==> src/rtl/iot_riscv_csr_pkg.sv <==
// Shared definitions for the iot_riscv machine-mode CSR file and trap controller:
// CSR addresses, the CSR operation encoding, mstatus/mie/mip bit positions,
// mcause codes and the mtvec mode encoding.
package iot_riscv_csr_pkg;

  // CSR addresses
  localparam logic [11:0] CSR_MSTATUS   = 12'h300;
  localparam logic [11:0] CSR_MISA      = 12'h301;
  localparam logic [11:0] CSR_MIE       = 12'h304;
  localparam logic [11:0] CSR_MTVEC     = 12'h305;
  localparam logic [11:0] CSR_MSCRATCH  = 12'h340;
  localparam logic [11:0] CSR_MEPC      = 12'h341;
  localparam logic [11:0] CSR_MCAUSE    = 12'h342;
  localparam logic [11:0] CSR_MTVAL     = 12'h343;
  localparam logic [11:0] CSR_MIP       = 12'h344;
  localparam logic [11:0] CSR_MCYCLE    = 12'hB00;
  localparam logic [11:0] CSR_MINSTRET  = 12'hB02;
  localparam logic [11:0] CSR_MCYCLEH   = 12'hB80;
  localparam logic [11:0] CSR_MINSTRETH = 12'hB82;
  localparam logic [11:0] CSR_MVENDORID = 12'hF11;
  localparam logic [11:0] CSR_MARCHID   = 12'hF12;
  localparam logic [11:0] CSR_MIMPID    = 12'hF13;
  localparam logic [11:0] CSR_MHARTID   = 12'hF14;

  localparam logic [31:0] MISA_VALUE = 32'h4000_0100;

  typedef enum logic [1:0] {
    CSR_OP_NONE = 2'b00,
    CSR_OP_RW   = 2'b01,
    CSR_OP_RS   = 2'b10,
    CSR_OP_RC   = 2'b11
  } csr_op_e;

  // mstatus / mie / mip bit positions
  localparam int unsigned MSTATUS_MIE_BIT  = 3;
  localparam int unsigned MSTATUS_MPIE_BIT = 7;
  localparam int unsigned MSTATUS_MPP_LO   = 11;
  localparam int unsigned MSTATUS_MPP_HI   = 12;
  localparam int unsigned MIE_MTIE_BIT     = 7;
  localparam int unsigned MIE_MEIE_BIT     = 11;
  localparam int unsigned MIP_MTIP_BIT     = 7;
  localparam int unsigned MIP_MEIP_BIT     = 11;

  // mcause codes
  localparam logic [3:0] MCAUSE_IRQ_TIMER   = 4'd7;
  localparam logic [3:0] MCAUSE_IRQ_EXT     = 4'd11;
  localparam logic [3:0] MCAUSE_EXC_ILLEGAL = 4'd2;
  localparam logic [3:0] MCAUSE_EXC_BREAK   = 4'd3;
  localparam logic [3:0] MCAUSE_EXC_ECALL   = 4'd11;

  typedef enum logic {
    TVEC_DIRECT   = 1'b0,
    TVEC_VECTORED = 1'b1
  } tvec_mode_e;

endpackage

==> src/rtl/iot_riscv_csr_cnt.sv <==
// One machine counter (mcycle or minstret).
// Ports: main_clk_i/main_rst_an_i (sync, active-low reset), inc_en_i (count
// enable), wr_lo_i/wr_hi_i with wdata_i (replace low/high 32-bit half),
// cnt_o (count zero-extended to 64 bits).
// A write to either half takes precedence over the increment in that cycle.
module iot_riscv_csr_cnt #(
  parameter int unsigned cnt_width_p = 64
) (
  input  logic        main_clk_i,
  input  logic        main_rst_an_i,
  input  logic        inc_en_i,
  input  logic        wr_lo_i,
  input  logic        wr_hi_i,
  input  logic [31:0] wdata_i,
  output logic [63:0] cnt_o
);

  logic [cnt_width_p-1:0] cnt_q;
  logic [cnt_width_p-1:0] cnt_d;
  logic [63:0]            wr_val;

  always_comb begin
    cnt_o = '0;
    cnt_o[cnt_width_p-1:0] = cnt_q;
    wr_val = cnt_o;
    if (wr_lo_i) wr_val[31:0]  = wdata_i;
    if (wr_hi_i) wr_val[63:32] = wdata_i;
    if (wr_lo_i || wr_hi_i) cnt_d = wr_val[cnt_width_p-1:0];
    else if (inc_en_i)      cnt_d = cnt_q + cnt_width_p'(1);
    else                    cnt_d = cnt_q;
  end

  always_ff @(posedge main_clk_i) begin
    if (!main_rst_an_i) cnt_q <= '0;
    else                cnt_q <= cnt_d;
  end

endmodule

==> src/rtl/iot_riscv_csr_trap.sv <==
// Machine-mode CSR file and trap controller for the iot_riscv core.
// Ports:
//   main_clk_i, main_rst_an_i         clock, synchronous active-low reset
//   csr_op_i/addr_i/wdata_i/wsup_i    CSRRW/RS/RC request from EX
//   csr_rdata_o, csr_illegal_o        old CSR value / illegal flag (combinational)
//   trap_i, trap_irq_i, trap_cause_i,
//   trap_pc_i, trap_tval_i            trap entry request and its context
//   mret_i                            return from trap
//   instr_ret_i                       retire pulse for minstret
//   irq_ext_i, irq_timer_i            level interrupt lines
//   irq_pending_o, trap_vec_o, mepc_o to fetch
// Build option: IOT_RISCV_CSR_COUNTERS_EN implements mcycle/minstret(h);
// without it those addresses stay legal, read 0 and ignore writes.
module iot_riscv_csr_trap
  import iot_riscv_csr_pkg::*;
#(
  parameter int unsigned pc_size_p   = 32,
  parameter int unsigned cnt_width_p = 64,
  parameter logic [31:0] mtvec_rst_p = 32'h0000_0000
) (
  input  logic                 main_clk_i,
  input  logic                 main_rst_an_i,
  input  logic [1:0]           csr_op_i,
  input  logic [11:0]          csr_addr_i,
  input  logic [31:0]          csr_wdata_i,
  input  logic                 csr_wsup_i,
  output logic [31:0]          csr_rdata_o,
  output logic                 csr_illegal_o,
  input  logic                 trap_i,
  input  logic                 trap_irq_i,
  input  logic [3:0]           trap_cause_i,
  input  logic [pc_size_p-1:0] trap_pc_i,
  input  logic [31:0]          trap_tval_i,
  input  logic                 mret_i,
  input  logic                 instr_ret_i,
  input  logic                 irq_ext_i,
  input  logic                 irq_timer_i,
  output logic                 irq_pending_o,
  output logic [pc_size_p-1:0] trap_vec_o,
  output logic [pc_size_p-1:0] mepc_o
);

  csr_op_e op;
  assign op = csr_op_e'(csr_op_i);

  logic                 mst_mie_q, mst_mpie_q;
  logic                 mie_mtie_q, mie_meie_q;
  logic [31:0]          mtvec_q;
  logic [31:0]          mscratch_q;
  logic [pc_size_p-1:0] mepc_q;
  logic                 mcause_irq_q;
  logic [3:0]           mcause_code_q;
  logic [31:0]          mtval_q;
  logic [63:0]          cyc_val, ret_val;

  logic [31:0] mstatus_rd, mie_rd, mip_rd, mcause_rd, mepc_rd;
  logic [31:0] rd_val, wval;
  logic        csr_impl, csr_wr_req, csr_we;

  always_comb begin
    mstatus_rd = '0;
    mstatus_rd[MSTATUS_MIE_BIT]  = mst_mie_q;
    mstatus_rd[MSTATUS_MPIE_BIT] = mst_mpie_q;
    mstatus_rd[MSTATUS_MPP_HI:MSTATUS_MPP_LO] = 2'b11;
    mie_rd = '0;
    mie_rd[MIE_MTIE_BIT] = mie_mtie_q;
    mie_rd[MIE_MEIE_BIT] = mie_meie_q;
    mip_rd = '0;
    mip_rd[MIP_MTIP_BIT] = irq_timer_i;
    mip_rd[MIP_MEIP_BIT] = irq_ext_i;
    mcause_rd = {mcause_irq_q, 27'b0, mcause_code_q};
    mepc_rd = '0;
    mepc_rd[pc_size_p-1:0] = mepc_q;
  end

  // Read mux; also decides whether the address is implemented.
  always_comb begin
    csr_impl = 1'b1;
    rd_val   = '0;
    case (csr_addr_i)
      CSR_MSTATUS:   rd_val = mstatus_rd;
      CSR_MISA:      rd_val = MISA_VALUE;
      CSR_MIE:       rd_val = mie_rd;
      CSR_MTVEC:     rd_val = mtvec_q;
      CSR_MSCRATCH:  rd_val = mscratch_q;
      CSR_MEPC:      rd_val = mepc_rd;
      CSR_MCAUSE:    rd_val = mcause_rd;
      CSR_MTVAL:     rd_val = mtval_q;
      CSR_MIP:       rd_val = mip_rd;
      CSR_MCYCLE:    rd_val = cyc_val[31:0];
      CSR_MCYCLEH:   rd_val = cyc_val[63:32];
      CSR_MINSTRET:  rd_val = ret_val[31:0];
      CSR_MINSTRETH: rd_val = ret_val[63:32];
      CSR_MVENDORID, CSR_MARCHID, CSR_MIMPID, CSR_MHARTID: rd_val = '0;
      default:       csr_impl = 1'b0;
    endcase
  end

  assign csr_wr_req    = (op != CSR_OP_NONE) &&
                         !(csr_wsup_i && (op == CSR_OP_RS || op == CSR_OP_RC));
  assign csr_illegal_o = (op != CSR_OP_NONE) &&
                         (!csr_impl || (csr_wr_req && csr_addr_i[11:10] == 2'b11));
  assign csr_rdata_o   = csr_illegal_o ? '0 : rd_val;
  // Trap and mret both drop a concurrent CSR write completely.
  assign csr_we        = csr_wr_req && !csr_illegal_o && !trap_i && !mret_i;

  always_comb begin
    case (op)
      CSR_OP_RW: wval = csr_wdata_i;
      CSR_OP_RS: wval = rd_val | csr_wdata_i;
      CSR_OP_RC: wval = rd_val & ~csr_wdata_i;
      default:   wval = rd_val;
    endcase
  end

  always_ff @(posedge main_clk_i) begin
    if (!main_rst_an_i) begin
      mst_mie_q     <= 1'b0;
      mst_mpie_q    <= 1'b0;
      mie_mtie_q    <= 1'b0;
      mie_meie_q    <= 1'b0;
      mtvec_q       <= {mtvec_rst_p[31:2], 1'b0, mtvec_rst_p[0]};
      mscratch_q    <= '0;
      mepc_q        <= '0;
      mcause_irq_q  <= 1'b0;
      mcause_code_q <= '0;
      mtval_q       <= '0;
    end else if (trap_i) begin
      mepc_q        <= {trap_pc_i[pc_size_p-1:1], 1'b0};
      mcause_irq_q  <= trap_irq_i;
      mcause_code_q <= trap_cause_i;
      mtval_q       <= trap_tval_i;
      mst_mpie_q    <= mst_mie_q;
      mst_mie_q     <= 1'b0;
    end else if (mret_i) begin
      mst_mie_q     <= mst_mpie_q;
      mst_mpie_q    <= 1'b1;
    end else if (csr_we) begin
      case (csr_addr_i)
        CSR_MSTATUS: begin
          mst_mie_q  <= wval[MSTATUS_MIE_BIT];
          mst_mpie_q <= wval[MSTATUS_MPIE_BIT];
        end
        CSR_MIE: begin
          mie_mtie_q <= wval[MIE_MTIE_BIT];
          mie_meie_q <= wval[MIE_MEIE_BIT];
        end
        CSR_MTVEC:    mtvec_q    <= {wval[31:2], 1'b0, wval[0]};
        CSR_MSCRATCH: mscratch_q <= wval;
        CSR_MEPC:     mepc_q     <= {wval[pc_size_p-1:1], 1'b0};
        CSR_MCAUSE: begin
          mcause_irq_q  <= wval[31];
          mcause_code_q <= wval[3:0];
        end
        CSR_MTVAL:    mtval_q    <= wval;
        default: ;
      endcase
    end
  end

  assign irq_pending_o = mst_mie_q &
                         ((irq_timer_i & mie_mtie_q) | (irq_ext_i & mie_meie_q));
  assign mepc_o = mepc_q;

  logic [pc_size_p-1:0] tvec_base;
  assign tvec_base = {mtvec_q[pc_size_p-1:2], 2'b00};

  always_comb begin
    trap_vec_o = tvec_base;
    if (tvec_mode_e'(mtvec_q[0]) == TVEC_VECTORED && trap_irq_i)
      trap_vec_o = tvec_base + {{(pc_size_p-6){1'b0}}, trap_cause_i, 2'b00};
  end

  logic unused_trap_pc0;
  assign unused_trap_pc0 = trap_pc_i[0];

`ifdef IOT_RISCV_CSR_COUNTERS_EN
  iot_riscv_csr_cnt #(.cnt_width_p(cnt_width_p)) u_mcycle (
    .main_clk_i    (main_clk_i),
    .main_rst_an_i (main_rst_an_i),
    .inc_en_i      (1'b1),
    .wr_lo_i       (csr_we && csr_addr_i == CSR_MCYCLE),
    .wr_hi_i       (csr_we && csr_addr_i == CSR_MCYCLEH),
    .wdata_i       (wval),
    .cnt_o         (cyc_val)
  );

  iot_riscv_csr_cnt #(.cnt_width_p(cnt_width_p)) u_minstret (
    .main_clk_i    (main_clk_i),
    .main_rst_an_i (main_rst_an_i),
    .inc_en_i      (instr_ret_i),
    .wr_lo_i       (csr_we && csr_addr_i == CSR_MINSTRET),
    .wr_hi_i       (csr_we && csr_addr_i == CSR_MINSTRETH),
    .wdata_i       (wval),
    .cnt_o         (ret_val)
  );
`else
  assign cyc_val = '0;
  assign ret_val = '0;
  logic unused_instr_ret;
  assign unused_instr_ret = instr_ret_i;
`endif

endmodule
==> config.mk <==
export PLATFORM = sky130hd
export DESIGN_NAME = iot_riscv_csr_trap
export DESIGN_NICKNAME = d
export VERILOG_FILES = /design/src/rtl/iot_riscv_csr_pkg.sv /design/src/rtl/iot_riscv_csr_cnt.sv /design/src/rtl/iot_riscv_csr_trap.sv
export SDC_FILE = /design/constraint.sdc
export NUM_CORES = 1
export LEC_CHECK = 0
export CELL_PAD_IN_SITES_DETAIL_PLACEMENT = 2
export CELL_PAD_IN_SITES_GLOBAL_PLACEMENT = 2
export CORE_MARGIN = 4
export CORE_UTILIZATION = 27
export CTS_CLUSTER_SIZE = 10
export DETAILED_ROUTE_END_ITERATION = 10
export PLACE_DENSITY = 0.78
export SLEW_MARGIN = 20
export SYNTH_ARGS = -nofsm -noshare
export SYNTH_HDL_FRONTEND = slang
export SYNTH_SLANG_ARGS = --single-unit
==> constraint.sdc <==
create_clock -name main_clk_i -period 3.92 [get_ports main_clk_i]
set_input_delay 0.98 -clock main_clk_i [delete_from_list [all_inputs] [get_ports main_clk_i]]
set_output_delay 0.98 -clock main_clk_i [all_outputs]
set_load 0.02 [all_outputs]
=== Word-level counts from Yosys, hierarchy flattened ===
Cells that the tools add are included.

* Add/sub/neg operators: 1
* Equal/unequal tests: 22
* Multiplexer cells: 28
* Bitwise operators: 10
* Reductions and logical operators: 34

{| class="wikitable"
|+ Operators with widths
! operator !! count
|-
| $mux W32 || 10
|-
| $pmux W32 S9 || 1
|-
| $eq A12 B10 Y1 const B || 9
|-
| $eq A12 B12 Y1 const B || 8
|-
| $pmux W32 S3 || 1
|-
| $add A32 B6 Y32 || 1
|-
| $and A32 B32 Y32 || 1
|-
| $not A32 Y32 || 1
|-
| $or A32 B32 Y32 || 1
|-
| $reduce_or A17 Y1 || 1
|-
| $mux W4 || 4
|-
| $reduce_bool A2 Y1 || 7
|-
| $mux W1 || 12
|-
| $reduce_and A4 Y1 || 3
|-
| $reduce_and A3 Y1 || 3
|-
| $logic_and A1 B1 Y1 || 8
|-
| $eq A2 B2 Y1 const B || 3
|-
| $reduce_bool A3 Y1 || 2
|-
| $logic_not A1 Y1 || 5
|-
| $reduce_and A2 Y1 || 2
|-
| $and A1 B1 Y1 || 3
|-
| $not A1 Y1 || 3
|-
| $eq A2 B1 Y1 const B || 1
|-
| $logic_or A1 B1 Y1 || 2
|-
| other kinds (3) || 3
|}

* Bits in registers: 135
* Input port bits: 123
* Output and inout bits: 98
* Logic and storage cells: 105

=== Longest topological paths before layout ===
* Word-level depth: 15
* Mapped depth: 10
* Mapped depth without buffers: 9

=== Least setup slack after synthesis ===
No wires, ideal clock.

* Path type: input port to output port
* From: in trap_cause_i[0]
* To: out trap_vec_o[24]
* Arrival time: 2949 ps
* Data required time: 2940 ps
* Setup slack: -9 ps
* Stages: 10
* Path buffers: 1
* Cells stage by stage: ha_1 inv_1 fa_1 nor2b_1 o21ai_0 a21oi_1 and3_1 clkbuf_1 nand3_1 xnor2_1

* Cells in the longest elaborated chain, start to end: 2

{| class="wikitable"
|+ Ends and longest elaborated chain
! element !! line !! source
|-
| start, declared || iot_riscv_csr_trap.sv:31 || <nowiki>input logic [3:0] trap_cause_i,</nowiki>
|-
| $add A32 B6 Y32 || iot_riscv_csr_trap.sv:171 || <nowiki>trap_vec_o = tvec_base + {{(pc_size_p-6){1'b0}}, trap_cause_i, 2'b00};</nowiki>
|-
| $mux W32 || iot_riscv_csr_trap.sv:170 || <nowiki>if (tvec_mode_e'(mtvec_q[0]) == TVEC_VECTORED && trap_irq_i)</nowiki>
|-
| end, declared || iot_riscv_csr_trap.sv:39 || <nowiki>output logic [pc_size_p-1:0] trap_vec_o,</nowiki>
|}

Every way passes these cells.

=== Worst setup path after layout ===
* From: in csr_addr_i[1]
* To: out csr_rdata_o[31]

* Cells in the longest elaborated chain, start to end: 7

{| class="wikitable"
|+ Ends and longest elaborated chain
! element !! line !! source
|-
| start, declared || iot_riscv_csr_trap.sv:24 || <nowiki>input logic [11:0] csr_addr_i,</nowiki>
|-
| $eq A12 B10 Y1 / $eq A12 B12 Y1 (equally long branches) || iot_riscv_csr_trap.sv:80 || <nowiki>case (csr_addr_i)</nowiki>
|-
| $reduce_or A17 Y1 (no source line) || -- ||
|-
| $mux W1 || iot_riscv_csr_trap.sv:80 ||
|-
| $logic_not A1 Y1 || iot_riscv_csr_trap.sv:102 || <nowiki>(!csr_impl || (csr_wr_req && csr_addr_i[11:10] == 2'b11));</nowiki>
|-
| $logic_or A1 B1 Y1 || iot_riscv_csr_trap.sv:102 ||
|-
| $logic_and A1 B1 Y1 || iot_riscv_csr_trap.sv:101 || <nowiki>assign csr_illegal_o = (op != CSR_OP_NONE) &&</nowiki>
|-
| $mux W32 (*) || iot_riscv_csr_trap.sv:103 || <nowiki>assign csr_rdata_o = csr_illegal_o ? '0 : rd_val;</nowiki>
|-
| end, declared || iot_riscv_csr_trap.sv:27 || <nowiki>output logic [31:0] csr_rdata_o,</nowiki>
|}

Every way passes the cells marked *; elsewhere a longest branch is shown, timed or not.

==> impl_metrics.py <==
metrics = {
    "floorplan": {
        "core_sq_mm": 0.0288,
        "die_area_sq_mm": 0.0321,
        "die_h_um": 179,
        "io_pins": 221,
        "rows": 62,
        "die_width_um": 179,
        "initial_core_util": 0.274,
    },
    "synth": {
        "yosysTopAreaCell": "dfxtp_1",
        "synth.distinct_cells": 70,
        "muxShareOfSynthArea": 0.0748,
        "synth_top_area_frac": 0.342,
        "synth_fa_ha_area_frac": 0.00887,
        "yosysWarnings": 0,
        "ys_seq_area_frac": 0.342,
        "synth_top_family_by_area": "compound AO/OA/AOI/OAI gates",
        "synth_area_leaders": "dfxtp_1, o21ai_0, a21oi_1",
        "synth-xor-area-share": 0.0610,
        "avgSynthCellArea_sq_um": 7.93,
        "synth_compound_area_frac": 0.279,
        "synth_top_flop_cell": "dfxtp_1",
        "ys_ff_latch": 135,
        "syn_inst": 996,
        "syn_area_sq_mm": 0.00790,
        "async_reset_ff_frac": 0,
        "synth-simple-area-share": 0.185,
        "synth_edf_count": 0,
    },
    "placement": {
        "io_buffer_count": 215,
        "place_hpwl_um": 32500,
        "pre_cts_slack_ns": -1.19,
        "gp_congestion": 0.869,
        "dpl_cell_area_sq_mm": 0.0113,
    },
    "global_route": {
        "grt_pass1_wl_um": 68300,
        "antenna_found_initial": 0,
        "grt_util_all_layers": 0.282,
        "grt_overflow": 0,
        "first_global_vias": 10590,
        "grt_max_degree": 72,
    },
    "setup_path": {
        "critPathSlowestCell": "mux2i_1",
        "cpLargestDelayFamily": "buffers and inverters",
        "cp-end-kind": "output pin",
        "critical_path_arrival_ns": 3.03,
        "worstSetupPathType": "primary input to output pin",
        "crit_path_cell_trace": "buf_2, buf_4, buf_4, buf_4, mux2i_1, o21ai_0, nand2_1, nand2_1, buf_6",
        "crit_top_cell": "buf_4",
        "crit_buf_inv": 5,
        "startpoint_type": "primary input",
        "cp.required_ns": 2.94,
        "cp_max_fo": 12,
        "slowest_delay_ns": 0.41,
    },
    "drt": {
        "vias": 10315,
        "post-route-drc-count": 0,
        "first_pass_iters": 5,
        "vias_per_cell": 6.01,
        "avgRoutedWirePerCell_um": 30.0,
        "drtAntennaViolNets": 0,
        "routed_wirelength_um": 51500,
        "drt_iter0_drc": 983,
    },
    "power": {
        "p_sw_w": 0.00119,
        "pwr-share-comb": 0.183,
        "ir_drop_mv": 0.226,
        "p_clk_frac": 0.438,
        "finalPower_w": 0.00384,
        "swShare": 0.309,
        "p_seq_frac": 0.379,
        "p_leak_nw": 4.87,
        "p_int_w": 0.00265,
        "p_per_area_mw_per_mm2": 312,
    },
    "cells_and_area": {
        "syn_to_final_growth_pct": 55.6,
        "fillCellCount": 3114,
        "drive_gt1_frac": 0.272,
        "nets": 1444,
        "multiInputGateArea_sq_mm": 0.00513,
        "layout_commonest_cell": "buf_4",
        "stdcell_area_sq_mm": 0.0123,
        "final_cell_mix": "buf_4, clkdlybuf4s50_1, dfxtp_1",
        "regArea_sq_mm": 0.00270,
    },
    "timing": {
        "setup_violations": 4,
        "grt_setup_unrepaired": "true",
        "setup_slack_ns": -0.0910,
        "relSlewSlack": 0.209,
        "slew_violations": 0,
        "worstMarginPinSlew_ns": 1.19,
        "layout_min_cycle_time_ns": 4.01,
        "hold_viol_final": 0,
        "clock.fmax_ghz": 0.249,
        "tns_ns": -0.199,
        "fin_crit_sh": 1.02,
        "holdWs_ns": 0.476,
        "clock_skew_ns": 0.0102,
    },
    "worst_hold_path": {
        "hold_class": "flop to flop",
    },
    "clocking": {
        "cts_max_level": 4,
        "clkSlewWorstSetupHoldPaths_ns": 0.06,
        "root_buffer": "clkbuf_16",
        "clkSinkCount": 135,
        "cts_tree": "yes",
        "insertion_delay_ns": 0.44,
        "cts.path.max_buffers": 2,
        "ctsHoldBuffers": 0,
        "tritoncts.num_buffers": 17,
    },
    "outcome": {
        "violations": "setup timing",
        "status": "finished, violations left",
    },
    "job": {
        "max_cap_viol_count": 0,
    },
}
[cells by family after synthesis]
group / Yosys count
simple gates: 284
mux: 53
compound gates: 367
xor+xnor: 55
buf+inv: 96
fa+ha+maj: 5
flops: 135
other cells: 1
[registers in the layout, summed over array words and instances, names as in the netlist]
name,count
mcause_code_q,4
mst_mie_q,1
mie_mtie_q,1
mtvec_q,31
mcause_irq_q,1
mtval_q,32
mie_meie_q,1
mscratch_q,32
mst_mpie_q,1
mepc_o,31
[cells in the mapped netlist, drive strengths merged (4+ instances only)]
cell / n
o21ai: 129
a21oi: 108
nor2b: 8
a221oi: 5
nor2: 42
o211ai: 6
a32oi: 6
nand4: 13
xor2: 11
a22o: 4
nand3: 40
and2: 23
or2: 10
mux2i: 23
and3: 9
clkbuf: 66
a211oi: 5
o221ai: 9
nand2b: 5
o22ai: 27
nor3: 6
a31oi: 4
ha: 4
inv: 12
a22oi: 44
dfxtp: 135
and4: 6
xnor2: 44
nand2: 93
buf: 17
mux2: 28
nor4: 8
[worst min-delay path: cells and delay by family (launching register included)]
kind	cells	cell delay, ns
flops	1	0.31
compound gates	1	0.06
simple gates	1	0.05
[power groups by stage]
stage               sequential, W  combinational (W)  clock, W
global placement          0.00148           0.000610         0
floorplan                 0.00149           0.000260         0
finish                    0.00145           0.000703   0.00168
detailed placement        0.00148           0.000634         0
global route              0.00146           0.000730   0.00174
CTS                       0.00145           0.000648   0.00165
[final timing paths]
check                               endpoint                       start  depth (start not counted)  slack (ns)
setup / recovery             csr_rdata_o[31]               csr_addr_i[1]                          9       -0.09
hold / removal    mscratch_q[1]$_SDFFE_PN0P_  mscratch_q[1]$_SDFFE_PN0P_                          2        0.48
setup reg to reg     mtval_q[7]$_SDFFE_PN0P_     mtvec_q[7]$_SDFFE_PN0P_                          8        1.13
hold reg to reg   mscratch_q[1]$_SDFFE_PN0P_  mscratch_q[1]$_SDFFE_PN0P_                          2        0.48
[final cells by class]
class                   instances  share of cell area
diodes                          2            0.000407
clock inverters                13              0.0110
flip-flops and latches        135               0.220
well taps                     384              0.0391
multi-input cells             767               0.418
clock buffers                  19              0.0368
repair buffers                382               0.271
inverters                      13             0.00397
[per-stage QoR]
step	utilization	cells
final	0.427	1715
after global routing	0.427	1713
after CTS	0.418	1702
after detailed placement	0.394	1658
after global placement	0.394	1658
after floorplan	-	998
[routing by layer]
layer,routed length (um),track usage
met1,20800,0.371
met2,24200,0.461
met3,4540,0.0618
met4,1990,0.0892
met5,0,0
[what timing repair did]
action,in CTS,in global routing
gates cloned,2,1
buffers inserted,10,10
endpoints found under the hold margin,0,0
setup endpoints to repair,62,50
resized for setup,302,63
pin swaps,15,20
No activity file was read; power rests on OpenSTA's default activity.
